$ cat src/rtl/riscv_pkg.sv
// ============================================================================
// Module   : riscv_pkg
// Brief    : RV32I opcodes, integer ALU funct codes and dispatch decode types.
// Revision : 1.0
// ============================================================================
`default_nettype none

package riscv_pkg;

  localparam logic [6:0] OpOP    = 7'b0110011;
  localparam logic [6:0] OpOPIMM = 7'b0010011;
  localparam logic [6:0] OpLUI   = 7'b0110111;
  localparam logic [6:0] OpAUIPC = 7'b0010111;

  // ALU funct is {funct7, funct3}
  localparam logic [9:0] AluADD  = 10'h000;
  localparam logic [9:0] AluSUB  = 10'h100;
  localparam logic [9:0] AluSLL  = 10'h001;
  localparam logic [9:0] AluSLT  = 10'h002;
  localparam logic [9:0] AluSLTU = 10'h003;
  localparam logic [9:0] AluXOR  = 10'h004;
  localparam logic [9:0] AluSRL  = 10'h005;
  localparam logic [9:0] AluSRA  = 10'h105;
  localparam logic [9:0] AluOR   = 10'h006;
  localparam logic [9:0] AluAND  = 10'h007;

  typedef enum logic [1:0] {
    Src1Rs1  = 2'd0,
    Src1Zero = 2'd1,
    Src1Pc   = 2'd2
  } src1_sel_e;

  typedef enum logic {
    Src2Rs2 = 1'b0,
    Src2Imm = 1'b1
  } src2_sel_e;

  typedef struct packed {
    logic      alu_en;
    logic [9:0] funct;
    src1_sel_e src1_sel;
    src2_sel_e src2_sel;
  } alu_dec_t;

endpackage

`default_nettype wire

$ cat src/rtl/alu_funct_decode.sv
// ============================================================================
// Module   : alu_funct_decode
// Brief    : Combinational opcode/funct decode into ALU funct and operand selects.
// Revision : 1.0
// ============================================================================
`default_nettype none

module alu_funct_decode
  import riscv_pkg::*;
(
  input  logic [6:0] opcode_i,
  input  logic [2:0] funct3_i,
  input  logic [6:0] funct7_i,
  input  logic       imm10_i,
  output alu_dec_t   dec_o
);

  always_comb begin
    dec_o = '{alu_en: 1'b0, funct: AluADD, src1_sel: Src1Rs1, src2_sel: Src2Rs2};
    case (opcode_i)
      OpOP: begin
        dec_o.alu_en = 1'b1;
        dec_o.funct  = {funct7_i, funct3_i};
      end
      OpOPIMM: begin
        dec_o.alu_en   = 1'b1;
        dec_o.src2_sel = Src2Imm;
        // Only the right-shift group encodes an arithmetic flag in the immediate
        if (funct3_i == 3'b101) dec_o.funct = {1'b0, imm10_i, 5'b0, funct3_i};
        else                    dec_o.funct = {7'b0, funct3_i};
      end
      OpLUI: begin
        dec_o.alu_en   = 1'b1;
        dec_o.src1_sel = Src1Zero;
        dec_o.src2_sel = Src2Imm;
      end
      OpAUIPC: begin
        dec_o.alu_en   = 1'b1;
        dec_o.src1_sel = Src1Pc;
        dec_o.src2_sel = Src2Imm;
      end
      default: ;
    endcase
  end

endmodule

`default_nettype wire

$ cat src/rtl/alu_dispatch.sv
// ============================================================================
// Module   : alu_dispatch
// Brief    : Integer ALU issue stage with operand select and result forwarding.
// Revision : 1.0
// ============================================================================
`default_nettype none

module alu_dispatch
  import riscv_pkg::*;
#(
  parameter int XLEN = 32
) (
  input  logic            clk,
  input  logic            rst,
  input  logic            i_valid,
  output logic            o_ready,
  input  logic [6:0]      i_opcode,
  input  logic [2:0]      i_funct3,
  input  logic [6:0]      i_funct7,
  input  logic [4:0]      i_rd,
  input  logic [4:0]      i_rs1,
  input  logic [4:0]      i_rs2,
  input  logic [XLEN-1:0] i_rs1_data,
  input  logic [XLEN-1:0] i_rs2_data,
  input  logic [XLEN-1:0] i_imm,
  input  logic [XLEN-1:0] i_pc,
  input  logic            i_wb_en,
  input  logic [4:0]      i_wb_rd,
  input  logic [XLEN-1:0] i_wb_data,
  input  logic [XLEN-1:0] i_alu_res,
  input  logic            i_stall,
  output logic            o_en,
  output logic [9:0]      o_funct,
  output logic [XLEN-1:0] o_src1,
  output logic [XLEN-1:0] o_src2,
  output logic            o_stall
);

  logic            en_q, en_d;
  logic [9:0]      funct_q, funct_d;
  logic [XLEN-1:0] src1_q, src1_d;
  logic [XLEN-1:0] src2_q, src2_d;
  logic            fwd1_q, fwd1_d;
  logic            fwd2_q, fwd2_d;
  logic            last_vld_q, last_vld_d;
  logic [4:0]      last_rd_q, last_rd_d;

  alu_dec_t        w_dec;
  logic [XLEN:0]   w_rs1_res;
  logic [XLEN:0]   w_rs2_res;

  alu_funct_decode u_decode (
    .opcode_i (i_opcode),
    .funct3_i (i_funct3),
    .funct7_i (i_funct7),
    .imm10_i  (i_imm[10]),
    .dec_o    (w_dec)
  );

  // Returns {forward_flag, data}; a forwarded source takes the ALU result later
  function automatic logic [XLEN:0] resolve(input logic [4:0] rs, input logic [XLEN-1:0] rf);
    if (rs == 5'd0)                          resolve = '0;
    else if (last_vld_q && rs == last_rd_q)  resolve = {1'b1, {XLEN{1'b0}}};
    else if (i_wb_en && rs == i_wb_rd)       resolve = {1'b0, i_wb_data};
    else                                     resolve = {1'b0, rf};
  endfunction

  assign w_rs1_res = resolve(i_rs1, i_rs1_data);
  assign w_rs2_res = resolve(i_rs2, i_rs2_data);

  always_comb begin
    en_d       = en_q;
    funct_d    = funct_q;
    src1_d     = src1_q;
    src2_d     = src2_q;
    fwd1_d     = fwd1_q;
    fwd2_d     = fwd2_q;
    last_vld_d = last_vld_q;
    last_rd_d  = last_rd_q;
    if (!i_stall) begin
      en_d = 1'b0;
      if (i_valid && w_dec.alu_en) begin
        en_d    = 1'b1;
        funct_d = w_dec.funct;
        case (w_dec.src1_sel)
          Src1Rs1: {fwd1_d, src1_d} = w_rs1_res;
          Src1Pc:  {fwd1_d, src1_d} = {1'b0, i_pc};
          default: {fwd1_d, src1_d} = '0;
        endcase
        if (w_dec.src2_sel == Src2Imm) {fwd2_d, src2_d} = {1'b0, i_imm};
        else                           {fwd2_d, src2_d} = w_rs2_res;
        last_rd_d  = i_rd;
        last_vld_d = (i_rd != 5'd0);
      end
    end
  end

  always_ff @(posedge clk) begin
    if (rst) begin
      en_q       <= 1'b0;
      funct_q    <= AluADD;
      src1_q     <= '0;
      src2_q     <= '0;
      fwd1_q     <= 1'b0;
      fwd2_q     <= 1'b0;
      last_vld_q <= 1'b0;
      last_rd_q  <= 5'd0;
    end else begin
      en_q       <= en_d;
      funct_q    <= funct_d;
      src1_q     <= src1_d;
      src2_q     <= src2_d;
      fwd1_q     <= fwd1_d;
      fwd2_q     <= fwd2_d;
      last_vld_q <= last_vld_d;
      last_rd_q  <= last_rd_d;
    end
  end

  // The ALU captured the producer at the edge this op was accepted, so its result is current
  assign o_src1  = fwd1_q ? i_alu_res : src1_q;
  assign o_src2  = fwd2_q ? i_alu_res : src2_q;
  assign o_en    = en_q;
  assign o_funct = funct_q;
  assign o_ready = !i_stall;
  assign o_stall = i_stall;

endmodule

`default_nettype wire

$ cat config.mk
export PLATFORM = sky130hd
export DESIGN_NAME = alu_dispatch
export DESIGN_NICKNAME = d
export VERILOG_FILES = /design/src/rtl/riscv_pkg.sv /design/src/rtl/alu_funct_decode.sv /design/src/rtl/alu_dispatch.sv
export SDC_FILE = /design/constraint.sdc
export NUM_CORES = 1
export LEC_CHECK = 0
export ABC_CLOCK_PERIOD_IN_PS = 2100
export BUFFER_PORTS_ARGS = -buffer_cell sky130_fd_sc_hd__buf_2
export CAP_MARGIN = 30
export CORE_AREA = 2 2 122 124
export DETAILED_ROUTE_END_ITERATION = 8
export DIE_AREA = 0 0 124 126
export PLACE_DENSITY = 0.69
export SKIP_CTS_REPAIR_TIMING = 1
export SYNTH_ARGS = -nofsm -noshare
export SYNTH_HDL_FRONTEND = slang
export SYNTH_SLANG_ARGS = --single-unit
$ cat constraint.sdc
create_clock -name clk -period 2.1 [get_ports clk]
set_clock_uncertainty 0.1 [all_clocks]
set_input_delay 0 -clock clk [delete_from_list [all_inputs] [get_ports clk]]
set_output_delay 0 -clock clk [all_outputs]
set_load 0.05 [all_outputs]
After elaboration in Yosys (flattened, before gate mapping):

Index checks and enable logic that the tools add are counted.

* output and inout bits: 77
* input port bits: 234
* bits in registers: 83

* reductions and logical operators: 13
* bitwise operators: 1
* eq/ne operators: 10
* mux-type cells: 18

Operator list (number)
* $mux W32: 5
* $mux W33: 4
* $pmux W32 S2: 1
* $eq A5 B5 Y1: 4
* $pmux W10 S2: 1
* $eq A7 B5 Y1 const B: 2
* $eq A7 B6 Y1 const B: 2
* $logic_not A5 Y1: 2
* $mux W9: 1
* $logic_and A1 B1 Y1: 5
* $mux W1: 5
* $reduce_bool A5 Y1: 1
* $pmux W2 S2: 1
* $reduce_or A4 Y1: 1
* $eq A3 B3 Y1 const B: 1
* $reduce_or A3 Y1: 1
* $eq A2 B2 Y1 const B: 1
* $logic_not A2 Y1: 1
* $reduce_and A2 Y1: 1
* $logic_not A1 Y1: 1
* $not A1 Y1: 1

Logic depth before layout (Yosys ltp):

Gate-level depths: netlist of run 1.

* word-level depth: 6
* depth in mapped cells: 8
* depth with buffers taken out: 5

Cells and area by module:

From an unflattened synthesis of run 1, not the netlist that was laid out.

* cells, all modules: 711
* area, all modules: 5855.6 um^2

By module, submodules not included
* alu_dispatch: cells an instance 688, area an instance 5708.0 um^2, seq. area each 1661.6 um^2, instances 1
* alu_funct_decode: cells an instance 23, area an instance 147.6 um^2, seq. area each 0.0 um^2, instances 1

Worst setup path before layout of run 1:

Ideal clock, no wire load.

* path kind: in2reg
* start point: in i_opcode[3]
* end point: reg src1_q[23]
* data arrival time: 1.572 ns
* setup slack: 0.358 ns
* data required time: 1.931 ns
* stages on the path: 7
* cell sequence: nand3b_1 or2_0 clkbuf_1 or3_1 or3_4 buf_6 o21ai_1

* longest elaborated chain between the ends: 5
* elaborated cells on any way between the ends: 12

RTL lines
* from (decl): line alu_dispatch.sv:17 `input logic [6:0] i_opcode,`
* branches (longest 5 deep; another with $pmux W32 S2)
* to (signal assigned): line alu_dispatch.sv:111 `src1_q <= src1_d;`
* to (decl): line alu_dispatch.sv:41 `logic [XLEN-1:0] src1_q, src1_d;`

Parallel ways; which one is timed is not known.
A chain may end at the register's enable or synchronous reset.

Worst setup path in the final report of run 1:

* start point: in i_rs1[3]
* end point: reg src1_q[10]

* longest elaborated chain between the ends: 6
* elaborated cells on any way between the ends: 9

RTL lines
* from (decl): line alu_dispatch.sv:21 `input logic [4:0] i_rs1,`
* $eq A5 B5 Y1: line alu_dispatch.sv:64 `else if (i_wb_en && rs == i_wb_rd) resolve = {1'b0, i_wb_data};`
* $logic_and A1 B1 Y1: line alu_dispatch.sv:64
* $mux W32: line alu_dispatch.sv:64
* $mux W33: line alu_dispatch.sv:63 `else if (last_vld_q && rs == last_rd_q) resolve = {1'b1, {XLEN{1'b0}}};`
* $mux W33 *: line alu_dispatch.sv:62 `if (rs == 5'd0) resolve = '0;`
* $pmux W32 S2 *: line alu_dispatch.sv:85 `case (w_dec.src1_sel)`

Mark *: on every way between the ends. The rest lies on a longest branch, timed or not.

==> results of run 1 <==
[power by group through the flow]
stage | combinational, W | clock (W) | sequential [W]
final | 0.000842 | 0.00162 | 0.00159
after global routing | 0.000894 | 0.00172 | 0.00159
after global placement | 0.000508 | 0 | 0.00162
after floorplan | 0.000181 | 0 | 0.00162
after detailed placement | 0.000513 | 0 | 0.00162
after CTS | 0.000516 | 0.00164 | 0.00159
[state kept, by name (all words and copies together), names as in the netlist]
register,count
o_en,1
last_rd_q,5
src2_q,32
fwd1_q,1
last_vld_q,1
fwd2_q,1
src1_q,32
o_funct,10
[worst max-delay path: stages]
cell and delay, ns:
buf_2 0.13, xor2_1 0.16, nor4_1 0.40, and3_2 0.30, buf_12 0.20, mux2i_1 0.27
dlygate4sd3_1 0.64, o21ai_1 0.08
[cell type report]
| cell class | count | area, um^2 | area share, % |
|---|---|---|---|
| sequential | 83 | 1660 | 17.9 |
| tap | 184 | 230 | 2.48 |
| clock inverter | 2 | 35.0 | 0.377 |
| inverter | 2 | 7.51 | 0.0809 |
| multi-input combinational | 425 | 3290 | 35.4 |
| timing repair buffer | 534 | 3790 | 40.8 |
| antenna | 3 | 7.51 | 0.0809 |
| clock buffer | 13 | 260 | 2.80 |
[synthesized netlist by cell type, types with 2 or more instances]
library cell and count:
inv_1 2, buf_1 6, o21ai_1 30, o221ai_1 32, buf_2 6, a22oi_1 36
nor2_1 12, nor4_1 4, o21ai_0 2, xnor2_1 4, xor2_1 16, buf_6 3
and3_1 3, clkbuf_1 40, mux2_2 64, a21oi_1 79, dfxtp_1 83, mux2i_1 64
nand2_1 19, nand3_1 6, a21o_1 32, nor3_1 4, or4_1 4, nand3b_1 2
[through the flow]
step                      std cells  setup WS [ns]  power (W)  util, %
after floorplan                 566          0.358    0.00180        -
after global placement         1033         0.0154    0.00213     49.1
after detailed placement       1033        -0.0136    0.00213     49.1
after CTS                      1048        -0.0386    0.00374     51.2
after global routing           1245        -0.0284    0.00420     64.8
final                          1246         0.0264    0.00405     64.9
[kinds of logic (layout without fill, tap and decap cells)]
| logic type | Yosys count | count (layout) | share of synthesized area [%] |
|---|---|---|---|
| AO/OA/AOI/OAI | 212 | 212 | 26.3 |
| XOR/XNOR | 20 | 20 | 3.40 |
| buffers and inverters | 58 | 551 | 4.88 |
| flip-flops | 83 | 83 | 32.2 |
| multiplexers | 128 | 128 | 26.4 |
| other | 0 | 3 | 0 |
| AND/OR/NAND/NOR | 65 | 65 | 6.80 |
[how the worst min path moves through the flow]
stage | from | to | cells after the start
CTS | i_pc[2] | src1_q[2]$_SDFFE_PP0P_ | 3
global placement | i_pc[2] | src1_q[2]$_SDFFE_PP0P_ | 3
floorplan | i_pc[1] | src1_q[1]$_SDFFE_PP0P_ | 2
detailed placement | i_pc[2] | src1_q[2]$_SDFFE_PP0P_ | 3
global route | i_funct7[5] | o_funct[8]$_SDFFE_PP0P_ | 4
finish | i_funct7[5] | o_funct[8]$_SDFFE_PP0P_ | 4
[routing by layer]
layer	GRT usage (%)	part of all wire, %	up-vias
li1	-	-	3138
met1	26.7	37	3226
met2	41.5	49	476
met3	4.17	8.4	117
met4	8.59	5.6	0
met5	0	0	-
==> results.py, run 1 <==
metrics = {
    "critical_path": {
        "r2r_slack_ns": 0.20,
        "path_max_fanout": 17,
        "critPathKind": "input pin to register",
        "endpoint": "src1_q[10]$_SDFFE_PP0P_",
        "ff2ff_path_depth": 6,
        "worstPathRequired_ns": 2.21,
        "start_kind": "input pin",
        "timing.rr.end": "src1_q[4]$_SDFFE_PP0P_",
        "crit_path_end_kind": "register",
        "crit_path_start": "i_rs1[3]",
        "reg2reg_from": "last_rd_q[3]$_SDFFE_PP0P_",
        "crit_arrival_ns": 2.19,
    },
    "placement": {
        "io_buffers": 310,
        "placed_area_um2": 7030,
        "gp_congestion": 0.805,
        "dp_hpwl_mm": 13.9,
    },
    "yosys": {
        "synth-edff-count": 0,
        "yosys_warnings": 0,
        "synth_nets": 800,
        "synth_area_per_cell_um2": 9.11,
        "synth_seq_area_share_pct": 32.2,
        "yosys.area.top_type_share_pct": 32.2,
        "synth_area_leaders": "dfxtp_1, mux2_2, mux2i_1, a21oi_1, o221ai_1",
        "async_flop_share_pct": 0,
        "syn_area_um2": 5150,
        "synth_ff_type": "dfxtp_1",
        "synthesis.instances": 566,
        "synth_top_area_cell": "dfxtp_1",
        "yosys.cell_types.count": 37,
        "ys_ff_latch": 83,
    },
    "drt": {
        "detail_route.vias_per_cell": 5.58,
        "drt_iter0_drc": 500,
        "vias": 6957,
        "wl_mm": 24.4,
        "drtAntennaViolNets": 0,
        "route.detailed.wl_per_inst_um": 19.6,
        "drc": 0,
        "dr.pass1.iters": 6,
    },
    "sta": {
        "layout_min_cycle_time_ns": 2.07,
        "hold_viol_final": 0,
        "max_freq_ghz": 0.482,
        "timing.hold.ws_ns": 0.00427,
        "drv_slew": 0,
        "setup_viol": 0,
        "fin_crit_sh_pct": 98.7,
        "fin_tns_setup_ns": 0,
        "worst_pin_slew_ns": 0.930,
        "relSlewSlack_pct": 38.0,
    },
    "clock_tree": {
        "htreeDepth": 3,
        "clockRootBuffer": "clkbuf_16",
        "clock_latency_ns": 0.33,
        "cts_sinks": 83,
        "cts_tree": "done",
        "clockBufferDepth": 2,
        "clk_pin_slew_ns": 0.06,
        "cts_inserted_buffers": 9,
    },
    "status": {
        "outcome": "finished clean",
    },
    "power_and_ir_drop": {
        "p_leak_nw": 4.19,
        "ir_drop_mv": 0.323,
        "p_sw_w": 0.000999,
        "clkPwrFrac_pct": 40.1,
        "p_int_w": 0.00305,
        "combPwrFrac_pct": 20.8,
        "p_seq_share_pct": 39.2,
        "switching_share_pct": 24.6,
        "p_per_area_nw_per_um2": 436,
    },
    "grt": {
        "antenna_found_initial": 3,
        "grt_pass1_wl_mm": 28.0,
        "grt_pass1_vias": 5562,
        "gr-usage-all-layers_pct": 23.0,
        "grt_max_degree": 87,
        "grt_overflow": 0,
    },
    "finish": {
        "fill_cells": 1084,
        "nNetsFinal": 1289,
        "final_cell_mix": "buf_2, dlygate4sd3_1, dfxtp_1, a21oi_1",
        "drive_gt1_share_pct": 40.6,
        "layout_commonest_cell": "buf_2",
        "syn_to_final_growth_pct": 80.1,
        "final_cell_area_um2": 9280,
    },
    "hold_path": {
        "hp-class": "input pin to register",
    },
    "floorplanning": {
        "core_area_um2": 14300,
        "die_x_um": 124,
        "die_y_um": 126,
        "dieArea_um2": 15600,
        "start_util_pct": 36.0,
        "pin_count": 311,
        "placementRows": 44,
    },
    "run": {
        "maxCapViolCount": 0,
    },
}
Note: power is estimated with default switching activity, not from simulation.
==> inputs of run 2 (changes only) <==
Settings changed: CELL_PAD_IN_SITES_DETAIL_PLACEMENT from default to 2, CELL_PAD_IN_SITES_GLOBAL_PLACEMENT from default to 2, CORE_AREA 2 2 122 124 to default, CORE_MARGIN from default to 2, CORE_UTILIZATION from default to 24, DIE_AREA 0 0 124 126 to default, PLACE_DENSITY 0.69 to default, PLACE_DENSITY_LB_ADDON from default to 0.1.
==> run 2 against run 1 <==
The flow now finishes with violations (hold timing). Design area rose by 4.2%. Setup slack improved by 0.065 ns. Register-to-register slack got worse by 0.08 ns. Die area up 45%. Cell count rose by 8.7%.
==> results.py, run 2 (same netlist as run 1, synthesis figures left out) <==
metrics = {
    "status": {
        "outcome": "complete, but fails checks",
        "violations": "hold timing",
    },
    "floorplanning": {
        "start_util_pct": 24.5,
        "die_y_um": 151,
        "die_x_um": 151,
        "placementRows": 53,
        "pin_count": 311,
        "core_area_um2": 21000,
        "dieArea_um2": 22700,
    },
    "finish": {
        "drive_gt1_share_pct": 40.0,
        "syn_to_final_growth_pct": 87.6,
        "fill_cells": 2261,
        "final_cell_mix": "buf_2, dlygate4sd3_1, dfxtp_1, a21oi_1",
        "layout_commonest_cell": "buf_2",
        "final_cell_area_um2": 9670,
        "nNetsFinal": 1306,
    },
    "sta": {
        "hold_viol_final": 1,
        "worst_pin_slew_ns": 0.696,
        "max_freq_ghz": 0.498,
        "drv_slew": 0,
        "timing.hold.ws_ns": -0.0471,
        "fin_crit_sh_pct": 95.6,
        "setup_viol": 0,
        "rsz0062_at_grt": "no",
        "worst_slack_ns": 0.0914,
        "layout_min_cycle_time_ns": 2.01,
        "relSlewSlack_pct": 53.6,
    },
    "placement": {
        "dp_hpwl_mm": 18.7,
        "dp_worst_setup_slack_ns": -0.174,
        "gp_congestion": 0.814,
        "io_buffers": 310,
        "placed_area_um2": 7140,
    },
    "power_and_ir_drop": {
        "p_per_area_nw_per_um2": 470,
        "p_leak_nw": 4.30,
        "ir_drop_mv": 0.368,
    },
    "clock_tree": {
        "cts_tree": "done",
        "clk_pin_slew_ns": 0.06,
        "clockBufferDepth": 2,
        "cts_inserted_buffers": 9,
        "htreeDepth": 3,
        "clockRootBuffer": "clkbuf_16",
        "clock_latency_ns": 0.35,
        "cts_sinks": 83,
    },
    "grt": {
        "grt_max_degree": 62,
        "antenna_found_initial": 3,
        "grt_pass1_wl_mm": 36.5,
        "grt_overflow": 0,
        "gr-usage-all-layers_pct": 20.9,
        "grt_pass1_vias": 6469,
    },
    "drt": {
        "drc": 0,
        "route.detailed.wl_per_inst_um": 22.3,
        "vias": 6842,
        "drtAntennaViolNets": 0,
        "wl_mm": 30.2,
        "detail_route.vias_per_cell": 5.05,
        "drt_iter0_drc": 178,
        "dr.pass1.iters": 4,
    },
    "critical_path": {
        "path_max_fanout": 17,
        "ff2ff_path_depth": 6,
        "start_kind": "input pin",
        "crit_arrival_ns": 2.13,
        "r2r_slack_ns": 0.12,
        "critPathKind": "input pin to register",
        "reg2reg_from": "last_rd_q[3]$_SDFFE_PP0P_",
        "crit_path_end_kind": "register",
        "timing.rr.end": "src1_q[29]$_SDFFE_PP0P_",
        "worstPathRequired_ns": 2.22,
    },
    "run": {
        "maxCapViolCount": 0,
    },
    "hold_path": {
        "hp-class": "input pin to register",
        "holdPathStages": 3,
        "min_to": "src2_q[18]$_SDFFE_PP0P_",
        "hp-start": "i_wb_data[18]",
    },
}
[run 2: worst max-delay path, cell delays in order]
cell           delay (ns)
buf_2                0.14
xor2_1               0.15
nor4_1               0.37
and3_2               0.32
buf_12               0.20
mux2i_1              0.28
dlygate4sd3_1        0.59
a21oi_1              0.07
[run 2: worst max-delay path by stage]
stage	from	to	slack, ns	cells after the start
after floorplan	i_opcode[3]	src1_q[23]$_SDFFE_PP0P_	0.36	7
after global placement	last_rd_q[4]$_SDFFE_PP0P_	src2_q[17]$_SDFFE_PP0P_	-0.05	7
after detailed placement	last_rd_q[4]$_SDFFE_PP0P_	src2_q[16]$_SDFFE_PP0P_	-0.17	7
after CTS	last_rd_q[4]$_SDFFE_PP0P_	src2_q[16]$_SDFFE_PP0P_	-0.19	7
after global routing	i_rs2[0]	src2_q[13]$_SDFFE_PP0P_	0.004	8
final	i_rs2[0]	src2_q[6]$_SDFFE_PP0P_	0.09	8
[run 2: power breakdown]
group	internal, W	total [W]	switching (W)
logic	0.000519	0.000897	0.000377
registers	0.00158	0.00159	0.00000549
clock network	0.00135	0.00206	0.000712
[run 2: final cells by class]
cell class	instances	area (um^2)	share of cell area (%)
antenna	2	5.00	0.0518
clock buffer	12	256	2.65
clock inverter	4	120	1.24
inverter	2	7.51	0.0776
multi-input combinational	425	3290	34.1
sequential	83	1660	17.2
tap	275	344	3.56
timing repair buffer	551	3980	41.1
[run 2: per-layer routing]
layer  up-vias  global-route usage (%)  share of wire (%)
met5         -                       0              0.043
met4         2                    5.99                3.1
met3        67                    3.73                4.1
met2       245                    38.0                 54
met1      3362                    25.0                 39
li1       3166                       -                  -
[run 2: through the flow]
stage          hold slack, ns  std cells  TNS [ns]  total power [W]  utilization [%]
3_3_place_gp            0.122       1121    -0.665          0.00214             34.0
4_1_cts                -0.234       1137     -3.65          0.00423             35.7
2_1_floorplan          0.0310        566         0          0.00180                -
5_1_grt                0.0168       1354         0          0.00473             46.0
3_5_place_dp            0.136       1121     -3.15          0.00216             34.0
6_report              -0.0471       1354         0          0.00455             46.0
